**src/rtl/injection_scheduler_pkg.sv**
```systemverilog
// Shared definitions for the injection scheduler: state encodings, LFSR taps
// and the counter widths.
package injection_scheduler_pkg;

  typedef enum logic [1:0] {
    INJ_IDLE   = 2'd0,
    INJ_INJECT = 2'd1,
    INJ_DRAIN  = 2'd2,
    INJ_DONE   = 2'd3
  } inj_state_e;

  // x^8+x^6+x^5+x^4+1, as feedback taps on bits 7,5,4,3 of a left-shifting LFSR
  localparam logic [7:0] LFSR_TAPS = 8'hB8;

  localparam int unsigned CNT_W     = 16;  // per-node packet count
  localparam int unsigned TOTAL_W   = 24;  // total packets per run
  localparam int unsigned ELAPSED_W = 32;  // cycles in INJECT+DRAIN
  localparam int unsigned QUIET_W   = 8;   // drain quiet-run counter

endpackage

```
**src/rtl/injection_scheduler_if.sv**
```systemverilog
// Control/status bundle of the injection scheduler.
//   master: the bench side (drives start/abort/busy/activity, observes status)
//   slave : the scheduler
interface injection_scheduler_if #(
  parameter int unsigned NUM_NODES = 9
);
  import injection_scheduler_pkg::*;

  logic                   start;
  logic                   abort;
  logic [NUM_NODES-1:0]   source_busy;
  logic [NUM_NODES-1:0]   router_active;
  logic [NUM_NODES-1:0]   send;
  logic [1:0]             state;
  logic                   done;
  logic                   timed_out;
  logic [TOTAL_W-1:0]     total_sent;
  logic [ELAPSED_W-1:0]   elapsed;

  modport master (
    output start, abort, source_busy, router_active,
    input  send, state, done, timed_out, total_sent, elapsed
  );

  modport slave (
    input  start, abort, source_busy, router_active,
    output send, state, done, timed_out, total_sent, elapsed
  );

endinterface

```
**src/rtl/injection_scheduler_lfsr8.sv**
```systemverilog
// 8-bit maximal-length LFSR supplying one node's random byte.
//   clk, reset (sync, active-low): reload to seed on reset
//   enable : advance one step
//   seed   : reload value; a zero seed is replaced by 8'h01 (all-zero locks up)
//   value  : current LFSR state
module lfsr8
  import injection_scheduler_pkg::*;
(
  input  logic       clk,
  input  logic       reset,
  input  logic       enable,
  input  logic [7:0] seed,
  output logic [7:0] value
);

  logic [7:0] r_value;
  logic [7:0] w_load;
  logic       w_feedback;

  assign w_load     = (seed == 8'h00) ? 8'h01 : seed;
  assign w_feedback = ^(r_value & LFSR_TAPS);

  always_ff @(posedge clk) begin
    if (!reset) begin
      r_value <= w_load;
    end else if (enable) begin
      r_value <= {r_value[6:0], w_feedback};
    end
  end

  assign value = r_value;

endmodule

```
**src/rtl/injection_scheduler.sv**
```systemverilog
// Traffic-injection sequencer: issues per-node send pulses at a programmable
// rate up to a per-node packet budget, then waits for the network to drain
// (QUIET_CYCLES consecutive cycles with no router/source activity) and flags done.
//   clk, reset (sync, active-low)
//   bus.start / bus.abort        : run control (abort wins)
//   bus.source_busy/router_active: per-node activity inputs
//   bus.send                     : one-cycle injection pulses
//   bus.state/done/timed_out     : status; total_sent, elapsed: run counters
// Optional macro INJ_SCHED_TIMEOUT_EN adds a DRAIN watchdog (DRAIN_TIMEOUT cycles).
module injection_scheduler
  import injection_scheduler_pkg::*;
#(
  parameter int unsigned NUM_NODES     = 9,
  parameter int unsigned PIR           = 255,
  parameter int unsigned PKT_BUDGET    = 64,
  parameter int unsigned QUIET_CYCLES  = 16,
  parameter logic [7:0]  LFSR_SEED     = 8'hA5,
  parameter int unsigned DRAIN_TIMEOUT = 4096
) (
  input  logic                 clk,
  input  logic                 reset,
  injection_scheduler_if.slave bus
);

  // Rate threshold widened to 9 bits so PIR=255 means "always".
  localparam logic [8:0] RATE_THR = (PIR >= 255) ? 9'd256 : 9'(PIR);

  inj_state_e             r_state;
  logic [CNT_W-1:0]       r_count [NUM_NODES];
  logic [NUM_NODES-1:0]   r_holdoff;
  logic [NUM_NODES-1:0]   r_send;
  logic [QUIET_W-1:0]     r_quiet;
  logic [TOTAL_W-1:0]     r_total;
  logic [ELAPSED_W-1:0]   r_elapsed;
  logic                   r_done;
  logic                   r_timed_out;

  logic                   w_lfsr_en;
  logic [7:0]             w_rand [NUM_NODES];
  logic [NUM_NODES-1:0]   w_fire;
  logic [NUM_NODES-1:0]   w_node_done;
  logic [TOTAL_W-1:0]     w_fire_cnt;
  logic                   w_quiet_now;
  logic                   w_quiet_reached;
  logic [ELAPSED_W-1:0]   w_elapsed_nxt;

`ifdef INJ_SCHED_TIMEOUT_EN
  logic [31:0]            r_drain_cnt;
  logic                   w_drain_expired;
  assign w_drain_expired = (r_drain_cnt == 32'(DRAIN_TIMEOUT - 1));
`else
  logic [31:0]            w_unused_timeout;
  assign w_unused_timeout = 32'(DRAIN_TIMEOUT);
`endif

  assign w_lfsr_en = (r_state == INJ_INJECT);

  // Per-node random source and eligibility.
  for (genvar gi = 0; gi < NUM_NODES; gi++) begin : g_node
    lfsr8 u_lfsr (
      .clk    (clk),
      .reset  (reset),
      .enable (w_lfsr_en),
      .seed   (LFSR_SEED ^ 8'(gi + 1)),
      .value  (w_rand[gi])
    );

    assign w_node_done[gi] = (r_count[gi] == CNT_W'(PKT_BUDGET));
    assign w_fire[gi]      = w_lfsr_en && !w_node_done[gi] && !bus.source_busy[gi]
                             && !r_holdoff[gi] && ({1'b0, w_rand[gi]} < RATE_THR);
  end

  // Number of nodes firing this cycle.
  always_comb begin
    w_fire_cnt = '0;
    for (int i = 0; i < NUM_NODES; i++) begin
      w_fire_cnt = w_fire_cnt + TOTAL_W'(w_fire[i]);
    end
  end

  assign w_quiet_now     = ~|(bus.router_active | bus.source_busy);
  assign w_quiet_reached = (r_quiet == QUIET_W'(QUIET_CYCLES - 1));
  assign w_elapsed_nxt   = (&r_elapsed) ? r_elapsed : r_elapsed + 1'b1;

  // Sequencer state, counters and registered outputs.
  always_ff @(posedge clk) begin
    if (!reset) begin
      r_state     <= INJ_IDLE;
      r_send      <= '0;
      r_holdoff   <= '0;
      r_quiet     <= '0;
      r_total     <= '0;
      r_elapsed   <= '0;
      r_done      <= 1'b0;
      r_timed_out <= 1'b0;
      for (int i = 0; i < NUM_NODES; i++) r_count[i] <= '0;
`ifdef INJ_SCHED_TIMEOUT_EN
      r_drain_cnt <= '0;
`endif
    end else if (bus.abort) begin
      // Counters are left untouched so a run can be inspected after abort.
      r_state   <= INJ_IDLE;
      r_send    <= '0;
      r_holdoff <= '0;
      r_done    <= 1'b0;
    end else begin
      r_send <= '0;
      case (r_state)
        INJ_IDLE, INJ_DONE: begin
          if (bus.start) begin
            r_state     <= INJ_INJECT;
            r_holdoff   <= '0;
            r_quiet     <= '0;
            r_total     <= '0;
            r_elapsed   <= '0;
            r_done      <= 1'b0;
            r_timed_out <= 1'b0;
            for (int i = 0; i < NUM_NODES; i++) r_count[i] <= '0;
`ifdef INJ_SCHED_TIMEOUT_EN
            r_drain_cnt <= '0;
`endif
          end
        end

        INJ_INJECT: begin
          r_elapsed <= w_elapsed_nxt;
          if (&w_node_done) begin
            r_state   <= INJ_DRAIN;
            r_quiet   <= '0;
            r_holdoff <= '0;
          end else begin
            // Hold-off masks the cycle before the source raises busy.
            r_send    <= w_fire;
            r_holdoff <= w_fire;
            r_total   <= r_total + w_fire_cnt;
            for (int i = 0; i < NUM_NODES; i++) begin
              r_count[i] <= r_count[i] + CNT_W'(w_fire[i]);
            end
          end
        end

        INJ_DRAIN: begin
          r_elapsed <= w_elapsed_nxt;
          r_quiet   <= w_quiet_now ? r_quiet + 1'b1 : '0;
          if (w_quiet_now && w_quiet_reached) begin
            r_state <= INJ_DONE;
            r_done  <= 1'b1;
          end
`ifdef INJ_SCHED_TIMEOUT_EN
          else if (w_drain_expired) begin
            r_state     <= INJ_DONE;
            r_done      <= 1'b1;
            r_timed_out <= 1'b1;
          end
          r_drain_cnt <= r_drain_cnt + 32'd1;
`endif
        end

        default: r_state <= INJ_IDLE;
      endcase
    end
  end

  assign bus.send       = r_send;
  assign bus.state      = r_state;
  assign bus.done       = r_done;
  assign bus.timed_out  = r_timed_out;
  assign bus.total_sent = r_total;
  assign bus.elapsed    = r_elapsed;

endmodule

```
**src/flat_wrapper.sv**
```systemverilog
// flat-port wrapper written by rule: the top's interface ports become plain ports
module injection_scheduler_flat import injection_scheduler_pkg::*;
#(
  parameter int unsigned NUM_NODES     = 9,
  parameter int unsigned PIR           = 255,
  parameter int unsigned PKT_BUDGET    = 64,
  parameter int unsigned QUIET_CYCLES  = 16,
  parameter logic [7:0]  LFSR_SEED     = 8'hA5,
  parameter int unsigned DRAIN_TIMEOUT = 4096
)
  (clk, reset, bus_start, bus_abort, bus_source_busy, bus_router_active, bus_send, bus_state, bus_done, bus_timed_out, bus_total_sent, bus_elapsed);
  injection_scheduler_if #(.NUM_NODES(NUM_NODES)) bus_i ();
  input  logic clk;
  input  logic reset;
  input wire logic [$bits(bus_i.start)-1:0] bus_start;
  input wire logic [$bits(bus_i.abort)-1:0] bus_abort;
  input wire logic [$bits(bus_i.source_busy)-1:0] bus_source_busy;
  input wire logic [$bits(bus_i.router_active)-1:0] bus_router_active;
  output wire logic [$bits(bus_i.send)-1:0] bus_send;
  output wire logic [$bits(bus_i.state)-1:0] bus_state;
  output wire logic [$bits(bus_i.done)-1:0] bus_done;
  output wire logic [$bits(bus_i.timed_out)-1:0] bus_timed_out;
  output wire logic [$bits(bus_i.total_sent)-1:0] bus_total_sent;
  output wire logic [$bits(bus_i.elapsed)-1:0] bus_elapsed;
  assign bus_i.start = bus_start;
  assign bus_i.abort = bus_abort;
  assign bus_i.source_busy = bus_source_busy;
  assign bus_i.router_active = bus_router_active;
  assign bus_send = bus_i.send;
  assign bus_state = bus_i.state;
  assign bus_done = bus_i.done;
  assign bus_timed_out = bus_i.timed_out;
  assign bus_total_sent = bus_i.total_sent;
  assign bus_elapsed = bus_i.elapsed;
  injection_scheduler #(.NUM_NODES(NUM_NODES), .PIR(PIR), .PKT_BUDGET(PKT_BUDGET), .QUIET_CYCLES(QUIET_CYCLES), .LFSR_SEED(LFSR_SEED), .DRAIN_TIMEOUT(DRAIN_TIMEOUT)) u_core (.clk(clk), .reset(reset), .bus(bus_i));
endmodule
```
**config.mk**
```make
export PLATFORM = sky130hd
export DESIGN_NAME = injection_scheduler_flat
export DESIGN_NICKNAME = d
export VERILOG_FILES = /design/src/rtl/injection_scheduler_pkg.sv /design/src/rtl/injection_scheduler_if.sv /design/src/rtl/injection_scheduler_lfsr8.sv /design/src/rtl/injection_scheduler.sv /design/src/flat_wrapper.sv
export SDC_FILE = /design/constraint.sdc
export NUM_CORES = 1
export LEC_CHECK = 0
export BUFFER_PORTS_ARGS = -buffer_cell sky130_fd_sc_hd__buf_2
export CAP_MARGIN = 25
export CELL_PAD_IN_SITES_DETAIL_PLACEMENT = 0
export CELL_PAD_IN_SITES_GLOBAL_PLACEMENT = 2
export CORE_AREA = 2 2 191 193
export DETAILED_ROUTE_END_ITERATION = 7
export DIE_AREA = 0 0 193 195
export PLACE_DENSITY_LB_ADDON = 0.12
export RECOVER_POWER = 25
export SLEW_MARGIN = 5
export SYNTH_ARGS = -nofsm -noshare
export SYNTH_HDL_FRONTEND = slang
export SYNTH_SLANG_ARGS = --single-unit
```
**constraint.sdc**
```tcl
create_clock -name clk -period 7.4 [get_ports clk]
set_input_delay 0.37 -clock clk [delete_from_list [all_inputs] [get_ports clk]]
set_output_delay 0.37 -clock clk [all_outputs]
set_load 0.02 [all_outputs]
```
# Word level (Yosys, flattened, before mapping)
# Memories as Yosys holds them, arrays and structs flattened.
# Cells that the tools add are included.
# totals
register_bits,85
ramBits,144
in_bits,22
out_inout_bits,69
elab_cells,189
mem_count,1
# mem_list
memory,words,width,rd,rd_clocked_by_memory_dff,wr,line,source
u_core.r_count,9,16,9,0,9,injection_scheduler.sv:29,logic [CNT_W-1:0] r_count [NUM_NODES];
# op_classes
n_addsub,20
eq_ne,18
n_mux,49
bitwise_logic,22
reduce_logical,72
# op_table
operator,n
$mux W16,18
$add A24 B1 Y24,7
$add A16 B1 Y16,9
$eq A16 B7 Y1 const B,9
$mux W32,2
$pmux W32 S2,1
$mux W24,2
$pmux W24 S2,1
$add A32 B1 Y32 const B,1
$reduce_and A32 Y1,1
$logic_and A1 B1 Y1,28
$logic_not A1 Y1,28
$add A24 B24 Y24,1
$mux W8,3
$pmux W8 S3,1
$mux W9,2
$or A1 B1 Y1,18
$pmux W9 S2,1
$mux W1,13
$reduce_and A3 Y1,4
$or A9 B9 Y9,1
$reduce_and A9 Y1,1
$reduce_or A9 Y1,1
$add A8 B1 Y8 const B,1
other kinds (16),27

# Logic depth before layout (Yosys ltp)
# Gate-level depths: netlist of the first run.
# An unclocked memory read counts as a cell.
# depth
depth_word,17
mapped_depth,22
depth_no_buf,20

# Worst setup path before layout of the first run
# Ideal clock, no wire load.
# synth_timing
path_type,flip-flop to flip-flop
from,"memory u_core.r_count[8][11], in the netlist u_core.r_count[0][139]"
to,memory u_core.r_count[0][0] (enable)
setup_ns,1.221
t_arrival_ns,4.346
required_time_ns,6.179
path_slack_ns,1.833
path_stages_with_launch,10
n_path_buf,3
synth_period_minus_slack_ns,5.567
path_cell_list,edfxtp_1 nor4b_1 nand4_1 nor4_1 a31oi_1 clkbuf_1 nand2_1 buf_2 buf_2 nand2_1
# synth_rtl
item,line
"start, declared",injection_scheduler.sv:29

# Worst setup path after layout of the first run
# layout_timing
from,"register u_core.r_state[0], in the netlist u_core.bus.state[0]"
to,"register u_core.r_total[23], in the netlist u_core.bus.total_sent[23]"
# layout_via
elab_chain_len,15
elab_cells_between_ends,46
classes_between,add/sub (9); eq/ne (4); mux (2); reduce/logical (31)
# layout_lines
item,line,source
"start, declared",injection_scheduler.sv:28,inj_state_e r_state;
"start signal, assigned",injection_scheduler.sv:88,r_state <= INJ_IDLE;
"start signal, assigned",injection_scheduler.sv:102,r_state <= INJ_IDLE;
"start signal, assigned",injection_scheduler.sv:111,r_state <= INJ_INJECT;
$eq A2 B1 Y1,"injection_scheduler.sv:56, injection_scheduler.sv:108",
$logic_and A1 B1 Y1 (2 in a row),injection_scheduler.sv:69,assign w_fire[gi] = w_lfsr_en && !w_node_done[gi] && !bus.source_busy[gi]
$logic_and A1 B1 Y1,injection_scheduler.sv:70,"&& !r_holdoff[gi] && ({1'b0, w_rand[gi]} < RATE_THR);"
$add A1 B1 Y2,injection_scheduler.sv:77,w_fire_cnt = w_fire_cnt + TOTAL_W'(w_fire[i]);
$add A24 B1 Y24 (7 in a row),injection_scheduler.sv:77,
$add A24 B24 Y24,injection_scheduler.sv:135,r_total <= r_total + w_fire_cnt;
$mux W24,injection_scheduler.sv:127,if (&w_node_done) begin
$pmux W24 S2,injection_scheduler.sv:108,case (r_state)
"end signal, assigned",injection_scheduler.sv:135,
"end, declared",injection_scheduler.sv:33,logic [TOTAL_W-1:0] r_total;
# Several ways; a longest one is shown, not always the timed one. The select of a mux whose other input is x is not followed.
# A chain may end at the register's enable or synchronous reset.

==> flow_summary_export.csv, run 1 <==
group,metric,value,unit
power,power_per_cell_area,216,nW/µm²
clock_network,cts_hold_buffers,0,
synth,ys_seq_area_frac,0.488,
die,die-area,37600,µm²
status,status,"finished with violations",
sta,timing.final.ws_setup,1070,ps
synth,synthFlopType,"edfxtp_1",
sta,skew,10.9,ps
flow_run,drv_cap,1,
clock_network,post-cts-setup-buffers,0,
global_route,grt_pass1_vias,9667,
die,core,35400,µm²
detailed_routing,highest_layer,"met5",
critical_path,cp.required,7830,ps
detailed_routing,firstDrtPassIters,5,
synth,synth_edf_count,144,
clock_network,clk_latency,550,ps
synth,yosysTopAreaCellShare,0.350,
sta,max-slew-margin-rel,-0.0877,
critical_path,path_class,"reg2reg",
clock_network,clock_path_buffers,3,
clock_network,numClockSinks,229,
clock_network,cts.clk_slew.worst_paths,60,ps
clock_network,cts_resized,0,
detailed_routing,drt-initial-drc-count,611,
detailed_routing,vias,9646,
worst_hold_path,hold_path_class,"in2reg",
placed_design,place.gp.congestion,0.725,
power,vdd_ir_drop_max,0.000161,V
synth,yosys_warnings,0,
global_route,grtUsageTotal,0.168,
detailed_routing,postRouteAntennaNets,0,
clock_network,cts_buffers,29,
synth,synth_cells,1257,
detailed_routing,routed_wl,30.9,mm
detailed_routing,drc,0,
critical_path,slowest_stage,"o31a_1",
clock_network,cts_max_level,1,
critical_path,critPathCaptureType,"flop",
synth,yosysMostFrequentCell,"nor2_1",
detailed_routing,via_per_inst,5.33,
die,start_util,0.349,
power,power_leakage,4.87,nW
critical_path,cp_cell_sequence,"ha_1, buf_4, inv_1, nor4b_1, ha_1, fa_1, inv_1, fa_1, inv_1, fa_1, inv_1, fa_1, nor2b_1, o21ai_0, a21boi_0, o31a_1, a31oi_1, a311o_1",
final_layout,fin_util,0.397,
sta,fin_crit_sh,0.856,
clock_network,cts-root-buf,"clkbuf_16",
detailed_routing,dr_wl_met2,13.7,mm
synth,syn_nets,1318,
die,die_height,195,µm
sta,slew_violations,36,
die,die_x,193,µm
detailed_routing,wire_per_inst,17.1,µm
final_layout,num_antenna_cells,0,
synth,synth.cell_area,12300,µm²
clock_network,tritoncts,"yes",
die,std_cell_rows,69,
critical_path,cp-start-kind,"flop",
power,fin_total_pwr,0.00303,W
sta,tns,0,ps
synth,yosysTopAreaCell,"edfxtp_1",
critical_path,max_stage_delay,700,ps
synth,synthTopCellsByCount,"nor2_1 (173), edfxtp_1 (144), nand2_1 (87)",
sta,hold_violations,0,
sta,setup_viol,0,
final_layout,fin_nets,1390,
global_route,grt_remaining_overflow,0,
sta,worst_pin_slew,1630,ps
detailed_routing,met1_length,15.2,mm
placed_design,dp_hpwl,20.3,mm
synth,asyncSetResetFlopFracSynth,0,
final_layout,syn_to_final_growth,13.8,%
sta,fmax,0.158,GHz
critical_path,worstPathArrival,6770,ps
synth,syn-mean-instance-area,9.82,µm²
detailed_routing,wl_met3,1.49,mm
final_layout,layout-drive-gt1-share,0.0623,
sta,rsz0062_at_grt,"false",
placed_design,dpl-instance-area,13200,µm²
synth,synth_area_leaders,"edfxtp_1 (35%), dfxtp_1 (14%), xor2_1 (6.0%), nor2_1 (5.3%), and3_1 (3.4%)",
global_route,antenna_found_initial,1,
sta,finalCriticalPeriod,6330,ps
status,violations,"capacitance limit, slew limit",
final_layout,final_area,14100,µm²
die,pin_count,91,
placed_design,dp_slack,1040,ps
synth,ys_ff_latch,229,
placed_design,io_buffers,89,
global_route,grt_max_degree,95,
global_route,grt_pass1_wl,51.8,mm
critical_path,path_max_fanout,23,
synth,ys_types,58,
[worst paths after layout]
path,startpoint,end,slack (ps),cells after the start
worst max register to register,u_core.bus.state[0],u_core.bus.total_sent[23],1070,18
worst min-delay path,bus_start,u_core.bus.state[1],180,4
worst max-delay path,u_core.bus.state[0],u_core.bus.total_sent[23],1070,18
worst min register to register,u_core.r_quiet[7],u_core.r_quiet[7],490,1
[final cells by class]
cell class,instances,area (µm²)
sequential,229,6030
tap,461,577
fill,3589,21300
timing repair buffer,105,488
multi-input combinational,940,5970
clock buffer,46,830
inverter,24,90.1
clock inverter,5,75.1
[metal layers]
metal	vias up	global-route usage
met2	176	0.261
li1	4795	-
met3	33	0.0280
met1	4640	0.246
met4	2	0.0362
met5	-	0
[logic make-up (layout without fill, tap and decap cells)]
logic type               Yosys count  after routing  share of synthesized area
other                              1              1                   0.000304
XOR/XNOR                         130            130                     0.0922
flip-flops                       229            229                      0.488
multiplexers                       6              6                    0.00487
AND/OR/NAND/NOR                  623            623                      0.264
AO/OA/AOI/OAI                    141            141                     0.0790
adder cells (fa/ha/maj)           39             39                     0.0426
buffers and inverters             88            180                     0.0293
[per-stage QoR]
| stage | hold slack (ps) | instances |
|---|---|---|
| 2_1_floorplan | 460 | 1257 |
| 3_3_place_gp | 472 | 1758 |
| 3_5_place_dp | 480 | 1758 |
| 4_1_cts | 157 | 1809 |
| 5_1_grt | 197 | 1810 |
| 6_report | 185 | 1810 |
[sequential cells by signal (all words and copies together) (netlist names)]
name                   count
u_core.r_count           144
u_core.bus.elapsed        32
u_core.bus.total_sent     24
u_core.bus.send            9
u_core.r_holdoff           9
u_core.r_quiet             8
u_core.bus.state           2
u_core.bus.done            1
[critical path: cells and delay by family (launching register included)]
| kind | cells | cell delay [ps] |
|---|---|---|
| fa+ha+maj | 6 | 2550 |
| compound gates | 5 | 1650 |
| simple gates | 2 | 790 |
| flops | 1 | 400 |
| buf+inv | 5 | 810 |
[layout by cell type (no fill, tap or decap), types with 6 or more instances in the layout]
cell | Yosys | layout
nor4b_1 | 15 | 15
o21ai_1 | 8 | 9
clkbuf_16 | 0 | 29
or3_1 | 18 | 18
mux2i_1 | 6 | 6
xor2_1 | 85 | 85
nand4_1 | 56 | 56
o211ai_1 | 20 | 20
xnor2_1 | 45 | 45
nand2_1 | 87 | 86
nor2_1 | 173 | 172
and4_1 | 22 | 22
dfxtp_1 | 85 | 85
inv_1 | 24 | 24
ha_1 | 34 | 34
and2_1 | 10 | 9
or4_1 | 8 | 8
nor4_1 | 35 | 35
a21oi_1 | 28 | 28
nor2b_1 | 6 | 6
o21ai_0 | 22 | 21
nor3_1 | 21 | 21
nand3b_1 | 8 | 8
buf_4 | 1 | 12
and3_1 | 68 | 68
edfxtp_1 | 144 | 144
buf_2 | 16 | 20
nand2b_1 | 13 | 13
nand3_1 | 77 | 77
a31oi_1 | 8 | 8
a22oi_1 | 9 | 9
clkbuf_1 | 44 | 85
[report_power, final]
group	internal [W]	total, W	switching, W	leakage, nW
Sequential	0.00142	0.00148	0.0000621	2.22
Clock	0.000828	0.00137	0.000539	0.441
Combinational	0.0000617	0.000184	0.000123	2.21
Total	0.00231	0.00303	0.000724	4.87
Note: power is estimated with default switching activity, not from simulation.
==> run 2, diff against run 1 <==
- BUFFER_PORTS_ARGS: -buffer_cell sky130_fd_sc_hd__buf_2 -> -buffer_cell sky130_fd_sc_hd__buf_4
==> run 2 against run 1 <==
The flow still finishes with violations (capacitance limit, slew limit); global-route usage down 0.34 points; worst hold slack worse by 2.2 ps; sequential share of layout area down 0.13 points.
==> flow_summary_export.csv, run 2 (synthesized netlist as in run 1, its figures left out) <==
group,metric,value,unit
global_route,grt_pass1_wl,50.3,mm
placed_design,dp_hpwl,20.3,mm
worst_hold_path,worstHoldEndpoint,"u_core.bus.state[1]",
critical_path,path_class,"reg2reg",
global_route,grtUsageTotal,0.165,
global_route,grt_max_degree,93,
die,die_x,193,µm
final_layout,largest_reg_flops,144,
sta,skew,15.5,ps
global_route,grt_remaining_overflow,0,
clock_network,numClockSinks,229,
sta,max-slew-margin-rel,-0.0761,
detailed_routing,postRouteAntennaNets,0,
power,power_leakage,4.88,nW
clock_network,cts.clk_slew.worst_paths,60,ps
die,std_cell_rows,69,
final_layout,num_antenna_cells,0,
detailed_routing,drt-initial-drc-count,589,
sta,rsz0062_at_grt,"false",
critical_path,cp.required,7830,ps
final_layout,layout-drive-gt1-share,0.0615,
detailed_routing,drc,0,
clock_network,cts-root-buf,"clkbuf_16",
status,status,"finished with violations",
worst_hold_path,hold_path_class,"in2reg",
clock_network,clock_path_buffers,3,
critical_path,worst_r2r_endpoint,"u_core.bus.total_sent[23]",
sta,finalCriticalPeriod,6040,ps
sta,tns,0,ps
critical_path,path_max_fanout,17,
global_route,antenna_found_initial,0,
sta,slew_violations,36,
final_layout,largest_register,"u_core.r_count",
critical_path,max_stage_delay,670,ps
clock_network,cts_hold_buffers,0,
status,violations,"capacitance limit, slew limit",
global_route,grt_pass1_vias,9252,
final_layout,syn_to_final_growth,14.2,%
sta,whs,182,ps
sta,timing.final.ws_setup,1360,ps
clock_network,cts_max_level,1,
critical_path,cp-start-kind,"flop",
die,start_util,0.349,
sta,fmax,0.165,GHz
die,die-area,37600,µm²
final_layout,final_cell_mix,"nor2_1 (172), edfxtp_1 (144), nand2_1 (86)",
critical_path,path_delay_family,"adder cells",
clock_network,tritoncts,"yes",
critical_path,critPathCaptureType,"flop",
critical_path,cp_cell_sequence,"ha_1, inv_1, clkbuf_1, nor4b_1, ha_1, fa_1, inv_1, fa_1, inv_1, fa_1, inv_1, fa_1, nor2b_1, o21ai_0, a21boi_0, o31a_1, a31oi_1, a311o_1",
sta,hold_violations,0,
detailed_routing,wire_per_inst,17.2,µm
clock_network,post-cts-setup-buffers,0,
flow_run,drv_cap,1,
final_layout,seq_area,6030,µm²
power,power_per_cell_area,214,nW/µm²
final_layout,final_common_cell,"nor2_1",
die,die_height,195,µm
critical_path,r2r_start,"u_core.bus.state[0]",
placed_design,dp_slack,1550,ps
die,core,35400,µm²
final_layout,fillers,3601,
detailed_routing,firstDrtPassIters,5,
final_layout,multi_input_area,5970,µm²
sta,fin_crit_sh,0.817,
clock_network,clk_latency,540,ps
detailed_routing,via_per_inst,5.33,
critical_path,r2r_setup_slack,1360,ps
placed_design,io_buffers,89,
sta,setup_viol,0,
sta,worst_pin_slew,1610,ps
detailed_routing,vias,9653,
power,fin_total_pwr,0.00302,W
die,pin_count,91,
worst_hold_path,whs_path_depth,4,
clock_network,cts_buffers,28,
critical_path,slowest_stage,"nor4b_1",
detailed_routing,routed_wl,31.1,mm
final_layout,fin_nets,1389,
placed_design,place.gp.congestion,0.755,
critical_path,reg2reg_depth,18,
clock_network,cts_resized,0,
power,vdd_ir_drop_max,0.000166,V
worst_hold_path,hp-start,"bus_start",
critical_path,path_depth,18,
critical_path,worstPathArrival,6480,ps
critical_path,cp_num_buf_inv,5,
==> run 2: changes by cell type in the layout (fill, tap and decap cells not counted) <==
| cell | previous run | this run |
|---|---|---|
| buf_2 | 20 | 0 |
| buf_4 | 12 | 29 |
| clkinv_1 | 0 | 6 |
| clkbuf_1 | 85 | 81 |
| clkbuf_8 | 4 | 2 |
| clkinv_2 | 3 | 5 |
| buf_12 | 0 | 1 |
| clkbuf_2 | 0 | 1 |
==> run 2: metrics by stage <==
stage / utilization / area (µm²) / instances
after floorplan: - / 12300 / 1257
after global placement: 0.380 / 13500 / 1756
after detailed placement: 0.380 / 13500 / 1756
after CTS: 0.405 / 14400 / 1808
after global routing: 0.398 / 14100 / 1811
final: 0.398 / 14100 / 1811
==> run 2: layout make-up <==
class	count	area share
well taps	461	0.0409
inverters	24	0.00639
clock buffers	39	0.0556
repair buffers	105	0.0386
multi-input cells	940	0.423
clock inverters	13	0.00763
flip-flops and latches	229	0.428
==> run 2: worst max-delay path by stage <==
stage	slack, ps	endpoint	startpoint
after floorplan	1830	u_core.r_count[0][0]	u_core.r_count[0][139]
after global placement	1660	u_core.bus.total_sent[23]	u_core.bus.state[1]
after detailed placement	1550	u_core.bus.total_sent[23]	u_core.bus.state[0]
after CTS	1530	u_core.bus.total_sent[23]	u_core.bus.state[0]
after global routing	790	u_core.bus.total_sent[23]	u_core.bus.state[0]
final	1360	u_core.bus.total_sent[23]	u_core.bus.state[0]
==> run 2: power breakdown <==
| part | total, W | switching (W) | internal [W] |
|---|---|---|---|
| Sequential | 0.00148 | 0.0000617 | 0.00142 |
| Combinational | 0.000188 | 0.000122 | 0.0000653 |
| Clock | 0.00135 | 0.000546 | 0.000802 |
| Total | 0.00302 | 0.000730 | 0.00229 |
==> run 2: worst reg2reg max path: stages, from the launching register on <==
cell and delay (ps):
dfxtp_1 390, ha_1 210, inv_1 70, clkbuf_1 340, nor4b_1 670, ha_1 370
fa_1 540, inv_1 60, fa_1 500, inv_1 50, fa_1 540, inv_1 60
fa_1 450, nor2b_1 110, o21ai_0 100, a21boi_0 310, o31a_1 660, a31oi_1 170
a311o_1 340
==> run 2: per-layer routing <==
metal / vias up / global-route usage / routed length (µm)
li1: 4790 / - / -
met4: 0 / 0.0342 / 545
met1: 4661 / 0.240 / 15400
met2: 163 / 0.256 / 13800
met5: - / 0 / 0
met3: 39 / 0.0286 / 1420
==> run 3, diff against run 2 <==
- clock period: 7.4 -> 5.2 ns (I/O delays scaled with it)
==> run 3 against run 2 <==
The run still ends with capacitance limit, slew limit left; clock skew grew 0.76 ps; first-iteration DRC count decreased by 11%; flip-flop and latch count stayed put; die area unchanged; combinational power increased by 64%; global-route usage grew 0.44 points; largest power group unchanged.
==> flow_summary_export.csv, run 3 (synthesized netlist as in run 1, its figures left out) <==
group,metric,value,unit
power,switching_share,0.248,
power,vdd_ir_drop_max,0.000252,V
critical_path,cp_cell_sequence,"nor4b_2, nand4_1, nor4b_4, ha_1, fa_1, inv_1, fa_1, inv_1, fa_1, inv_2, fa_2, inv_1, fa_2, a21o_1, a21oi_2, nor2b_1, o21a_1, buf_12, buf_4, a41o_1, o211ai_1",
power,comb_power_share,0.072,
power,pwr-share-clk,0.435,
placed_design,dp_hpwl,21.0,mm
status,violations,"capacitance limit, slew limit",
flow_run,drv_cap,1,
final_layout,final_common_cell,"nor2_1",
critical_path,cp.required,5670,ps
die,std_cell_rows,69,
die,start_util,0.349,
detailed_routing,drc,0,
global_route,grt_pass1_vias,9664,
critical_path,path_class,"reg2reg",
critical_path,reg2reg_depth,21,
sta,hold_violations,0,
clock_network,numClockSinks,229,
global_route,grtUsageTotal,0.169,
critical_path,worst_r2r_endpoint,"u_core.bus.total_sent[16]",
sta,fin_crit_sh,0.957,
final_layout,layout-drive-gt1-share,0.0969,
sta,skew,16.2,ps
global_route,grt_max_degree,110,
critical_path,cp-start-kind,"flop",
sta,max-slew-margin-rel,-0.141,
detailed_routing,drt-initial-drc-count,525,
final_layout,fin_cells,1855,
detailed_routing,firstDrtPassIters,5,
power,power_leakage,5.09,nW
critical_path,r2r_start,"u_core.r_count[0][5]",
power,internal-power,0.00321,W
critical_path,path_max_fanout,14,
critical_path,crit_end,"u_core.bus.total_sent[16]",
sta,rsz0062_at_grt,"false",
critical_path,path_depth,21,
detailed_routing,wire_per_inst,17.1,µm
detailed_routing,routed_wl,31.7,mm
critical_path,path_delay_family,"adder cells",
global_route,grt_remaining_overflow,0,
clock_network,clk_latency,550,ps
clock_network,clock_path_buffers,3,
critical_path,critPathCaptureType,"flop",
global_route,grt_pass1_wl,51.7,mm
clock_network,tritoncts,"yes",
die,die_height,195,µm
die,core,35400,µm²
global_route,antenna_found_initial,1,
placed_design,place.gp.congestion,0.726,
placed_design,placed_cells,1793,
final_layout,largest_reg_flops,144,
final_layout,largest_register,"u_core.r_count",
die,die-area,37600,µm²
die,pin_count,91,
clock_network,cts_buffers,29,
clock_network,cts_hold_buffers,0,
critical_path,max_stage_delay,560,ps
worst_hold_path,hp-start,"bus_start",
critical_path,r2r_setup_slack,220,ps
placed_design,io_buffers,89,
clock_network,cts-root-buf,"clkbuf_16",
power,switchingPower,0.00106,W
sta,worst_pin_slew,1710,ps
final_layout,syn_to_final_growth,17.4,%
clock_network,cts.clk_slew.worst_paths,60,ps
critical_path,worstPathArrival,5450,ps
final_layout,fin_util,0.409,
detailed_routing,postRouteAntennaNets,0,
final_layout,fin_nets,1432,
detailed_routing,vias,9771,
critical_path,cp_num_buf_inv,6,
worst_hold_path,hold_path_class,"in2reg",
clock_network,cts_max_level,1,
critical_path,slowest_stage,"fa_1",
power,seqPwrFrac,0.492,
critical_path,critPathLaunch,"u_core.r_count[0][5]",
final_layout,final_cell_mix,"nor2_1 (172), edfxtp_1 (144), clkbuf_1 (90)",
status,status,"finished with violations",
die,die_x,193,µm
sta,slew_violations,38,
sta,setup_viol,0,
sta,tns,0,ps
sta,finalCriticalPeriod,4980,ps
sta,fmax,0.201,GHz
detailed_routing,via_per_inst,5.27,
power,power_per_cell_area,295,nW/µm²
-- run 3: cell count changes in the layout (fill, tap and decap cells not counted), sizes merged --
cell / previous run / this run
buf: 31 / 74
bufinv: 2 / 0
clkbuf: 113 / 122
clkinv: 11 / 3
diode: 0 / 1
inv: 24 / 25
-- run 3: per-stage QoR --
stage                     total power (W)  setup WS [ps]  hold slack [ps]  area (µm²)
after floorplan                   0.00231           72.1              448       12400
after global placement            0.00245          -14.9              479       13800
after detailed placement          0.00245          -69.3              483       13800
after CTS                         0.00434           4.50             33.4       14700
after global routing              0.00445           3.46             64.3       14500
final                             0.00427            222             62.0       14500
-- run 3: worst register-to-register path, cell delays in order (launching register included) --
cell	delay [ps]
edfxtp_1	410
nor4b_2	340
nand4_1	200
nor4b_4	190
ha_1	340
fa_1	560
inv_1	60
fa_1	500
inv_1	50
fa_1	450
inv_2	80
fa_2	200
inv_1	50
fa_2	340
a21o_1	190
a21oi_2	140
nor2b_1	60
o21a_1	200
buf_12	150
buf_4	140
a41o_1	200
o211ai_1	70
-- run 3: cell type report --
class,instances,area (µm²)
Antenna cell,1,2.50
Clock buffer,49,831
Clock inverter,4,21.3
Fill cell,3610,20900
Inverter,24,90.1
Multi-Input combinational cell,940,6070
Sequential cell,229,6030
Tap cell,461,577
Timing Repair Buffer,147,867
-- run 3: worst min path at each step --
stage                                      to  slack (ps)  cells past startpoint
after floorplan               u_core.bus.done         450                      2
after global placement    u_core.r_holdoff[6]         480                      2
after detailed placement  u_core.r_holdoff[5]         480                      2
after CTS                 u_core.bus.state[1]          30                      4
after global routing       u_core.bus.send[2]          60                      3
final                     u_core.bus.state[1]          60                      4
-- run 3: power groups by stage --
stage | Clock (W) | Combinational (W) | Sequential [W]
floorplan | 0 | 0.000181 | 0.00213
global placement | 0 | 0.000309 | 0.00214
detailed placement | 0 | 0.000308 | 0.00214
CTS | 0.00193 | 0.000312 | 0.00210
global route | 0.00199 | 0.000346 | 0.00212
finish | 0.00186 | 0.000308 | 0.00210
-- run 3: layer usage --
| metal | vias up | routed length, µm | global-route usage |
|---|---|---|---|
| li1 | 4871 | - | - |
| met4 | 0 | 542 | 0.0342 |
| met2 | 136 | 14400 | 0.275 |
| met3 | 32 | 1260 | 0.0309 |
| met1 | 4732 | 15500 | 0.236 |
| met5 | - | 0 | 0 |
-- run 3: repair_timing --
action                                  CTS  global route
buffers inserted                          2             6
gates resized for setup                   4            12
endpoints found under the setup margin   11            18
pin swaps                                 2             8
